--- config.mk ---
export PLATFORM = sky130hd
export DESIGN_NAME = operand_forward_buffer
export DESIGN_NICKNAME = d
export VERILOG_FILES = /design/src/rtl/operand_forward_buffer_pkg.sv /design/src/rtl/operand_forward_buffer_cdb_match.sv /design/src/rtl/operand_forward_buffer.sv
export SDC_FILE = /design/constraint.sdc
export NUM_CORES = 1
export LEC_CHECK = 0
export BUFFER_PORTS_ARGS = -buffer_cell sky130_fd_sc_hd__buf_2
export CAP_MARGIN = 40
export CORE_ASPECT_RATIO = 0.75
export CORE_UTILIZATION = 40
export DETAILED_ROUTE_END_ITERATION = 16
export PLACE_DENSITY = 0.7
export REMOVE_ABC_BUFFERS = 1
export SLEW_MARGIN = 20
export SYNTH_ARGS = -nofsm -noshare
export SYNTH_HDL_FRONTEND = slang
export SYNTH_SLANG_ARGS = --single-unit
--- constraint.sdc ---
create_clock -name clk -period 2.2 [get_ports clk]
set_input_delay 0.22 -clock clk [delete_from_list [all_inputs] [get_ports clk]]
set_output_delay 0.22 -clock clk [all_outputs]
set_load 0.02 [all_outputs]
--- src/rtl/operand_forward_buffer_pkg.sv ---
`default_nettype none
// +----------------------------------------------------------------------------+
// | Module  : operand_forward_buffer_pkg                                       |
// | Brief   : Shared constants for the operand forward buffer: the "value      |
// |           ready" ROB tag and the default tag / data widths.                |
// | Rev     : 1.0  initial release                                             |
// +----------------------------------------------------------------------------+
package operand_forward_buffer_pkg;

    // Tag value meaning "no producer outstanding, the value is ready"
    localparam int ZERO_ROB      = 0;

    // Default widths reused as the ROB_ID_W / DATA_W parameter defaults
    localparam int ROB_ID_TYPE_W = 4;
    localparam int DATA_TYPE_W   = 32;

    typedef logic [ROB_ID_TYPE_W-1:0] rob_id_t;
    typedef logic [DATA_TYPE_W-1:0]   data_t;

endpackage
`default_nettype wire

--- src/rtl/operand_forward_buffer_cdb_match.sv ---
`default_nettype none
// +----------------------------------------------------------------------------+
// | Module  : opfwd_cdb_match                                                  |
// | Brief   : Combinational priority match of one tag against NUM_CDB live     |
// |           CDB channels. The lowest-numbered matching channel wins.         |
// | Rev     : 1.0  initial release                                             |
// +----------------------------------------------------------------------------+
module opfwd_cdb_match
    import operand_forward_buffer_pkg::*;
#(
    parameter int NUM_CDB  = 2,
    parameter int ROB_ID_W = ROB_ID_TYPE_W,
    parameter int DATA_W   = DATA_TYPE_W
) (
    input  logic [ROB_ID_W-1:0]         tag,
    input  logic [NUM_CDB-1:0]          cdb_valid,
    input  logic [NUM_CDB*ROB_ID_W-1:0] cdb_rob_id,
    input  logic [NUM_CDB*DATA_W-1:0]   cdb_result,
    output logic                        hit,
    output logic [DATA_W-1:0]           value
);

    // Walk channels high to low so the lowest matching channel is the last write
    always_comb begin
        hit   = 1'b0;
        value = '0;
        for (int k = NUM_CDB - 1; k >= 0; k--) begin
            if (cdb_valid[k] && (cdb_rob_id[k*ROB_ID_W +: ROB_ID_W] == tag)) begin
                hit   = 1'b1;
                value = cdb_result[k*DATA_W +: DATA_W];
            end
        end
    end

endmodule
`default_nettype wire

--- src/rtl/operand_forward_buffer.sv ---
`default_nettype none
// +----------------------------------------------------------------------------+
// | Module  : operand_forward_buffer                                           |
// | Brief   : Registered operand-resolution stage. Resolves both source        |
// |           operands from live CDBs, recent CDB history, the ROB and the     |
// |           register file, holds them under valid/ready and keeps snooping  |
// |           the CDBs while the output is stalled.                            |
// | Config  : OPFWD_HISTORY_EN - builds the CDB history buffer and the         |
// |           alloc-time tag invalidation. Undefined: live CDB/ROB/regfile.    |
// | Rev     : 1.0  initial release                                             |
// +----------------------------------------------------------------------------+
module operand_forward_buffer
    import operand_forward_buffer_pkg::*;
#(
    parameter int NUM_CDB    = 2,
    parameter int HIST_DEPTH = 4,
    parameter int ROB_ID_W   = ROB_ID_TYPE_W,
    parameter int DATA_W     = DATA_TYPE_W
) (
    input  logic                        clk,
    input  logic                        rst_n,
    input  logic                        rdy,
    input  logic                        flush,
    input  logic [NUM_CDB-1:0]          cdb_valid,
    input  logic [NUM_CDB*ROB_ID_W-1:0] cdb_rob_id,
    input  logic [NUM_CDB*DATA_W-1:0]   cdb_result,
    input  logic                        alloc_valid,
    input  logic [ROB_ID_W-1:0]         alloc_rob_id,
    input  logic                        issue_valid,
    output logic                        issue_ready,
    input  logic [ROB_ID_W-1:0]         q1_from_reg,
    input  logic [ROB_ID_W-1:0]         q2_from_reg,
    input  logic [DATA_W-1:0]           v1_from_reg,
    input  logic [DATA_W-1:0]           v2_from_reg,
    input  logic                        q1_ready_from_rob,
    input  logic                        q2_ready_from_rob,
    input  logic [DATA_W-1:0]           v1_result_from_rob,
    input  logic [DATA_W-1:0]           v2_result_from_rob,
    output logic                        out_valid,
    input  logic                        out_ready,
    output logic [ROB_ID_W-1:0]         q1_to_dispatch,
    output logic [ROB_ID_W-1:0]         q2_to_dispatch,
    output logic [DATA_W-1:0]           v1_to_dispatch,
    output logic [DATA_W-1:0]           v2_to_dispatch
);

    localparam logic [ROB_ID_W-1:0] ZERO_TAG = ROB_ID_W'(ZERO_ROB);

    // Per-operand views of the request, index 0 = operand 1, index 1 = operand 2
    logic [1:0][ROB_ID_W-1:0] req_tag;
    logic [1:0][DATA_W-1:0]   req_v;
    logic [1:0]               rob_rdy;
    logic [1:0][DATA_W-1:0]   rob_v;

    // Lookup results
    logic [1:0]               live_hit;
    logic [1:0][DATA_W-1:0]   live_val;
    logic [1:0]               hist_hit;
    logic [1:0][DATA_W-1:0]   hist_val;
    logic [1:0]               snoop_hit;
    logic [1:0][DATA_W-1:0]   snoop_val;
    logic [1:0][ROB_ID_W-1:0] res_q;
    logic [1:0][DATA_W-1:0]   res_v;

    // Output register
    logic [1:0][ROB_ID_W-1:0] out_q;
    logic [1:0][DATA_W-1:0]   out_v;

    logic                     accept;

    assign req_tag[0] = q1_from_reg;
    assign req_tag[1] = q2_from_reg;
    assign req_v[0]   = v1_from_reg;
    assign req_v[1]   = v2_from_reg;
    assign rob_rdy[0] = q1_ready_from_rob;
    assign rob_rdy[1] = q2_ready_from_rob;
    assign rob_v[0]   = v1_result_from_rob;
    assign rob_v[1]   = v2_result_from_rob;

    // rst_n is folded in so nothing is accepted while reset is asserted
    assign issue_ready = rst_n & rdy & ~flush & (~out_valid | out_ready);
    assign accept      = issue_valid & issue_ready;

    generate
        for (genvar o = 0; o < 2; o++) begin : g_op
            // Issue-time match of the requested tag against the live CDBs
            opfwd_cdb_match #(
                .NUM_CDB  (NUM_CDB),
                .ROB_ID_W (ROB_ID_W),
                .DATA_W   (DATA_W)
            ) u_issue_match (
                .tag        (req_tag[o]),
                .cdb_valid  (cdb_valid),
                .cdb_rob_id (cdb_rob_id),
                .cdb_result (cdb_result),
                .hit        (live_hit[o]),
                .value      (live_val[o])
            );

            // Hold-time match of the held tag against the live CDBs
            opfwd_cdb_match #(
                .NUM_CDB  (NUM_CDB),
                .ROB_ID_W (ROB_ID_W),
                .DATA_W   (DATA_W)
            ) u_snoop_match (
                .tag        (out_q[o]),
                .cdb_valid  (cdb_valid),
                .cdb_rob_id (cdb_rob_id),
                .cdb_result (cdb_result),
                .hit        (snoop_hit[o]),
                .value      (snoop_val[o])
            );

            // Priority: ready tag, live CDB, history, ROB, then keep the tag
            assign res_q[o] = ((req_tag[o] == ZERO_TAG) || live_hit[o] ||
                               hist_hit[o] || rob_rdy[o]) ? ZERO_TAG : req_tag[o];
            assign res_v[o] = (req_tag[o] == ZERO_TAG) ? req_v[o]    :
                              live_hit[o]              ? live_val[o] :
                              hist_hit[o]              ? hist_val[o] :
                              rob_rdy[o]               ? rob_v[o]    :
                                                         req_v[o];
        end
    endgenerate

`ifdef OPFWD_HISTORY_EN
    localparam int PTR_W = $clog2(HIST_DEPTH);

    logic [NUM_CDB-1:0]               hist_valid [HIST_DEPTH];
    logic [NUM_CDB-1:0][ROB_ID_W-1:0] hist_tag   [HIST_DEPTH];
    logic [NUM_CDB-1:0][DATA_W-1:0]   hist_data  [HIST_DEPTH];
    logic [PTR_W-1:0]                 wptr;
    logic [PTR_W-1:0]                 row;

    // Search history newest row first (wptr-1 backwards), lower slot first
    always_comb begin
        hist_hit = '0;
        hist_val = '0;
        row      = '0;
        for (int o = 0; o < 2; o++) begin
            for (int i = 0; i < HIST_DEPTH; i++) begin
                row = wptr - PTR_W'(i + 1);
                for (int k = 0; k < NUM_CDB; k++) begin
                    if (!hist_hit[o] && hist_valid[row][k] &&
                        (hist_tag[row][k] == req_tag[o])) begin
                        hist_hit[o] = 1'b1;
                        hist_val[o] = hist_data[row][k];
                    end
                end
            end
        end
    end

    // Record the live CDBs each enabled cycle; a reallocated tag is purged everywhere
    always_ff @(posedge clk or negedge rst_n) begin
        if (!rst_n) begin
            wptr <= '0;
            for (int r = 0; r < HIST_DEPTH; r++) begin
                hist_valid[r] <= '0;
                hist_tag[r]   <= '0;
                hist_data[r]  <= '0;
            end
        end else if (rdy) begin
            if (flush) begin
                wptr <= '0;
                for (int r = 0; r < HIST_DEPTH; r++) begin
                    hist_valid[r] <= '0;
                end
            end else begin
                for (int r = 0; r < HIST_DEPTH; r++) begin
                    for (int k = 0; k < NUM_CDB; k++) begin
                        if (alloc_valid && (hist_tag[r][k] == alloc_rob_id)) begin
                            hist_valid[r][k] <= 1'b0;
                        end
                    end
                end
                // Row write comes last so it overrides the purge of the old row
                for (int k = 0; k < NUM_CDB; k++) begin
                    hist_valid[wptr][k] <= cdb_valid[k] &&
                        !(alloc_valid && (cdb_rob_id[k*ROB_ID_W +: ROB_ID_W] == alloc_rob_id));
                    hist_tag[wptr][k]   <= cdb_rob_id[k*ROB_ID_W +: ROB_ID_W];
                    hist_data[wptr][k]  <= cdb_result[k*DATA_W +: DATA_W];
                end
                wptr <= wptr + 1'b1;
            end
        end
    end
`else
    // No history storage: only live CDB, ROB and regfile resolve operands
    assign hist_hit = '0;
    assign hist_val = '0;

    localparam int unused_hist_depth = HIST_DEPTH;
    logic unused_alloc;
    assign unused_alloc = &{1'b0, alloc_valid, alloc_rob_id};
`endif

    // Output register: flush beats acceptance, acceptance beats hold snoop
    always_ff @(posedge clk or negedge rst_n) begin
        if (!rst_n) begin
            out_valid <= 1'b0;
            out_q     <= '0;
            out_v     <= '0;
        end else if (rdy) begin
            if (flush) begin
                out_valid <= 1'b0;
            end else if (accept) begin
                out_valid <= 1'b1;
                out_q     <= res_q;
                out_v     <= res_v;
            end else if (out_valid && out_ready) begin
                out_valid <= 1'b0;
            end else if (out_valid) begin
                for (int o = 0; o < 2; o++) begin
                    if ((out_q[o] != ZERO_TAG) && snoop_hit[o]) begin
                        out_q[o] <= ZERO_TAG;
                        out_v[o] <= snoop_val[o];
                    end
                end
            end
        end
    end

    assign q1_to_dispatch = out_q[0];
    assign q2_to_dispatch = out_q[1];
    assign v1_to_dispatch = out_v[0];
    assign v2_to_dispatch = out_v[1];

endmodule
`default_nettype wire

==> impl_metrics.py <==
metrics = {
    "final_layout": {
        "final_common_cell": "buf_2",
        "drive_gt1_frac": 0.4953,
        "mostFrequentLayoutCells": "buf_2, dfrtp_1, mux2_2",
        "area_growth_pct": 39.40,
        "fin_util": 0.5746,
        "fillers": 1346,
        "nNetsFinal": 1175,
    },
    "clocking": {
        "path_clk_slew_ns": 0.06,
        "htreeDepth": 3,
        "cts_tree": "built",
        "clock_latency_ns": 0.34,
        "cts_buffers": 9,
        "clk_path_buf_depth": 2,
        "clkSinkCount": 73,
        "cts_root_buf": "clkbuf_16",
    },
    "worst_setup_path": {
        "worstReg2RegEnd": "v1_to_dispatch[14]",
        "r2r_cells": 8,
        "worstPathRequired_ns": 2.43,
        "reg2reg_from": "out_valid",
        "startpoint_type": "flip-flop",
        "cp_slowest_stage_delay_ns": 0.61,
        "crit_cells": 8,
        "arrival_ns": 2.42,
        "cp-end-kind": "flip-flop",
        "crit_chain": "nor2b_4 -> or4b_4 -> buf_6 -> nor2_4 -> buf_12 -> clkbuf_16 -> o211ai_1 -> a32o_1",
        "timing.critical_path.max_delay_family": "simple AND/OR/NAND/NOR gates",
        "critPathSlowestCell": "or4b_4",
        "r2r_slack_ns": 0.007,
        "path_buf_inv": 3,
        "worstPathMaxFanout": 7,
        "crit_type": "flip-flop to flip-flop",
    },
    "min_path": {
        "hold_path_class": "primary input to flip-flop",
        "whs_endpoint": "v2_to_dispatch[2]",
        "whs_path_depth": 3,
        "hold_start": "v2_result_from_rob[2]",
    },
    "synthesis": {
        "async_flop_share": 1.000,
        "syn_area_per_cell_um2": 9.659,
        "netlist_area_um2": 6336,
        "ys_types": 51,
        "ys.flop_type": "dfrtp_1",
        "synth.yosys.seq_area_share": 0.2883,
        "synth-seq-cells": 73,
        "ys_warn_count": 0,
        "synth_edf_count": 0,
        "synthesis.instances": 656,
    },
    "floorplan": {
        "initial_core_util": 0.4122,
        "fp.coreArea_um2": 15370,
        "top_level_ports": 297,
        "fp.dieH_um": 111.0,
        "dieArea_um2": 16350,
        "die_x_um": 147.3,
        "rows": 39,
    },
    "detailed_routing": {
        "drt_iter0_markers": 650,
        "via_per_inst": 6.162,
        "finalWirelength_um": 25570,
        "wl_per_cell_um": 21.97,
        "vias": 7172,
        "antenna_left": 0,
        "dr.pass1.iters": 5,
        "drc_errors": 0,
    },
    "power": {
        "p_int_mw": 3.487,
        "switching_share": 0.3529,
        "p_clk_frac": 0.298,
        "p_per_area_nw_per_um2": 610.1,
        "vdd_ir_drop_max_mv": 0.4109,
        "p_total_mw": 5.389,
        "power_leakage_nw": 3.682,
        "p_seq_frac": 0.345,
        "switchingPower_mw": 1.902,
        "pwr-share-comb": 0.358,
    },
    "global_routing": {
        "antenna_found_initial": 1,
        "grt_use_total": 0.3077,
        "grt_pass1_wl_um": 38870,
        "grt_pass1_vias": 6924,
        "grt-ovfl-total": 0,
        "grt_max_degree": 53,
    },
    "placement": {
        "preCtsSetupSlack_ns": 0.03418,
        "place_congestion": 0.9323,
        "hpwl_um": 17830,
        "io_buffers": 291,
    },
    "timing": {
        "final_max_slew_viol_count": 0,
        "slew_headroom": 0.4781,
        "worst_pin_slew_ns": 0.7829,
        "finalHoldViolations": 0,
        "fmax_ghz": 0.4561,
        "clock_skew_ns": 0.004473,
        "rsz0062_at_grt": "yes",
        "finalCriticalPeriod_ns": 2.193,
        "final-setup-viol-count": 0,
        "min_period_over_period": 0.9967,
        "setup_slack_ns": 0.007264,
        "holdWs_ns": 0.1804,
    },
    "run_status": {
        "outcome": "completed",
    },
    "job": {
        "drv_cap": 0,
    },
}
[what timing repair did]
action                                  CTS  global route
endpoints found under the setup margin    0            55
hold buffers                              1             0
setup buffers                             0             6
gates resized for setup                   0             8
endpoints found under the hold margin    21             0
[final cells by class]
type	count	area, um^2	area share
flip-flops and latches	73	1827	0.2068
diodes	2	5.005	0.0005667
repair buffers	347	2170	0.2456
multi-input cells	516	4250	0.4812
inverters	5	18.77	0.002125
clock buffers	13	240.2	0.02720
well taps	205	256.5	0.02904
clock inverters	3	65.06	0.007366
[logic make-up (layout without fill, tap and decap cells)]
| kind of cell | Yosys count | in the layout | share of synthesized area |
|---|---|---|---|
| AOI/OAI and AO/OA | 240 | 240 | 0.3209 |
| and+or+nand+nor | 150 | 150 | 0.1311 |
| muxes | 94 | 94 | 0.1607 |
| DFF | 73 | 73 | 0.2883 |
| buffers and inverters | 67 | 368 | 0.05470 |
| xor gates and xnor gates | 32 | 32 | 0.04423 |
| other | 0 | 2 | 0 |
[tightest hold or removal path, cell delays in order]
cell	delay [ns]
buf_2	0.10
o22ai_1	0.10
nor3_1	0.07
[layer usage]
layer,up-vias,global-route usage,part of all wire,wire length (um)
li1,3251,-,-,-
met1,3435,0.4142,0.42,10760
met2,452,0.4912,0.46,11790
met3,34,0.06872,0.10,2625
met4,0,0.09003,0.015,388
met5,-,0,0,0
[flip-flops by register name, indices dropped and copies added, names as in the netlist]
| register | cells |
|---|---|
| out_valid | 1 |
| q1_to_dispatch | 4 |
| q2_to_dispatch | 4 |
| v1_to_dispatch | 32 |
| v2_to_dispatch | 32 |
[worst max path at each step]
stage,from,endpoint,slack [ns]
after floorplan,cdb_rob_id[3],v1_to_dispatch[0],-3.82
after global placement,q1_to_dispatch[2],v1_to_dispatch[31],-0.003
after detailed placement,q1_to_dispatch[0],v1_to_dispatch[21],0.03
after CTS,q1_to_dispatch[0],v1_to_dispatch[21],0.02
after global routing,out_valid,v1_to_dispatch[30],-0.04
final,out_valid,v1_to_dispatch[14],0.007
[Yosys cell counts, drive strengths merged (28+ instances only)]
cell,instances,area share
dfrtp,73,0.29
mux2,62,0.11
nand2,40,0.024
nor3,36,0.030
o22ai,35,0.048
buf,34,0.035
a221o,32,0.051
mux2i,32,0.051
o21ai,32,0.025
a32o,31,0.049
o211ai,31,0.037
o32ai,31,0.043
or2,31,0.031
clkbuf,28,0.017
[power groups by stage]
stage	logic [mW]	clock network (mW)	registers, mW
2_1_floorplan	0.638	0	2.25
3_5_place_dp	1.89	0	1.87
6_report	1.93	1.60	1.86
3_3_place_gp	1.87	0	1.88
4_1_cts	1.90	1.62	1.85
5_1_grt	2.05	1.66	1.89
[stage by stage]
step,instances,instance area (um^2),setup TNS (ns)
final,1164,8832,0
after global routing,1163,8830,-0.7617
after CTS,1152,8637,0
after detailed placement,1135,8322,0
after global placement,1134,8294,-0.008961
after floorplan,594,6008,-247.32
(Power assumes the default switching activity.)
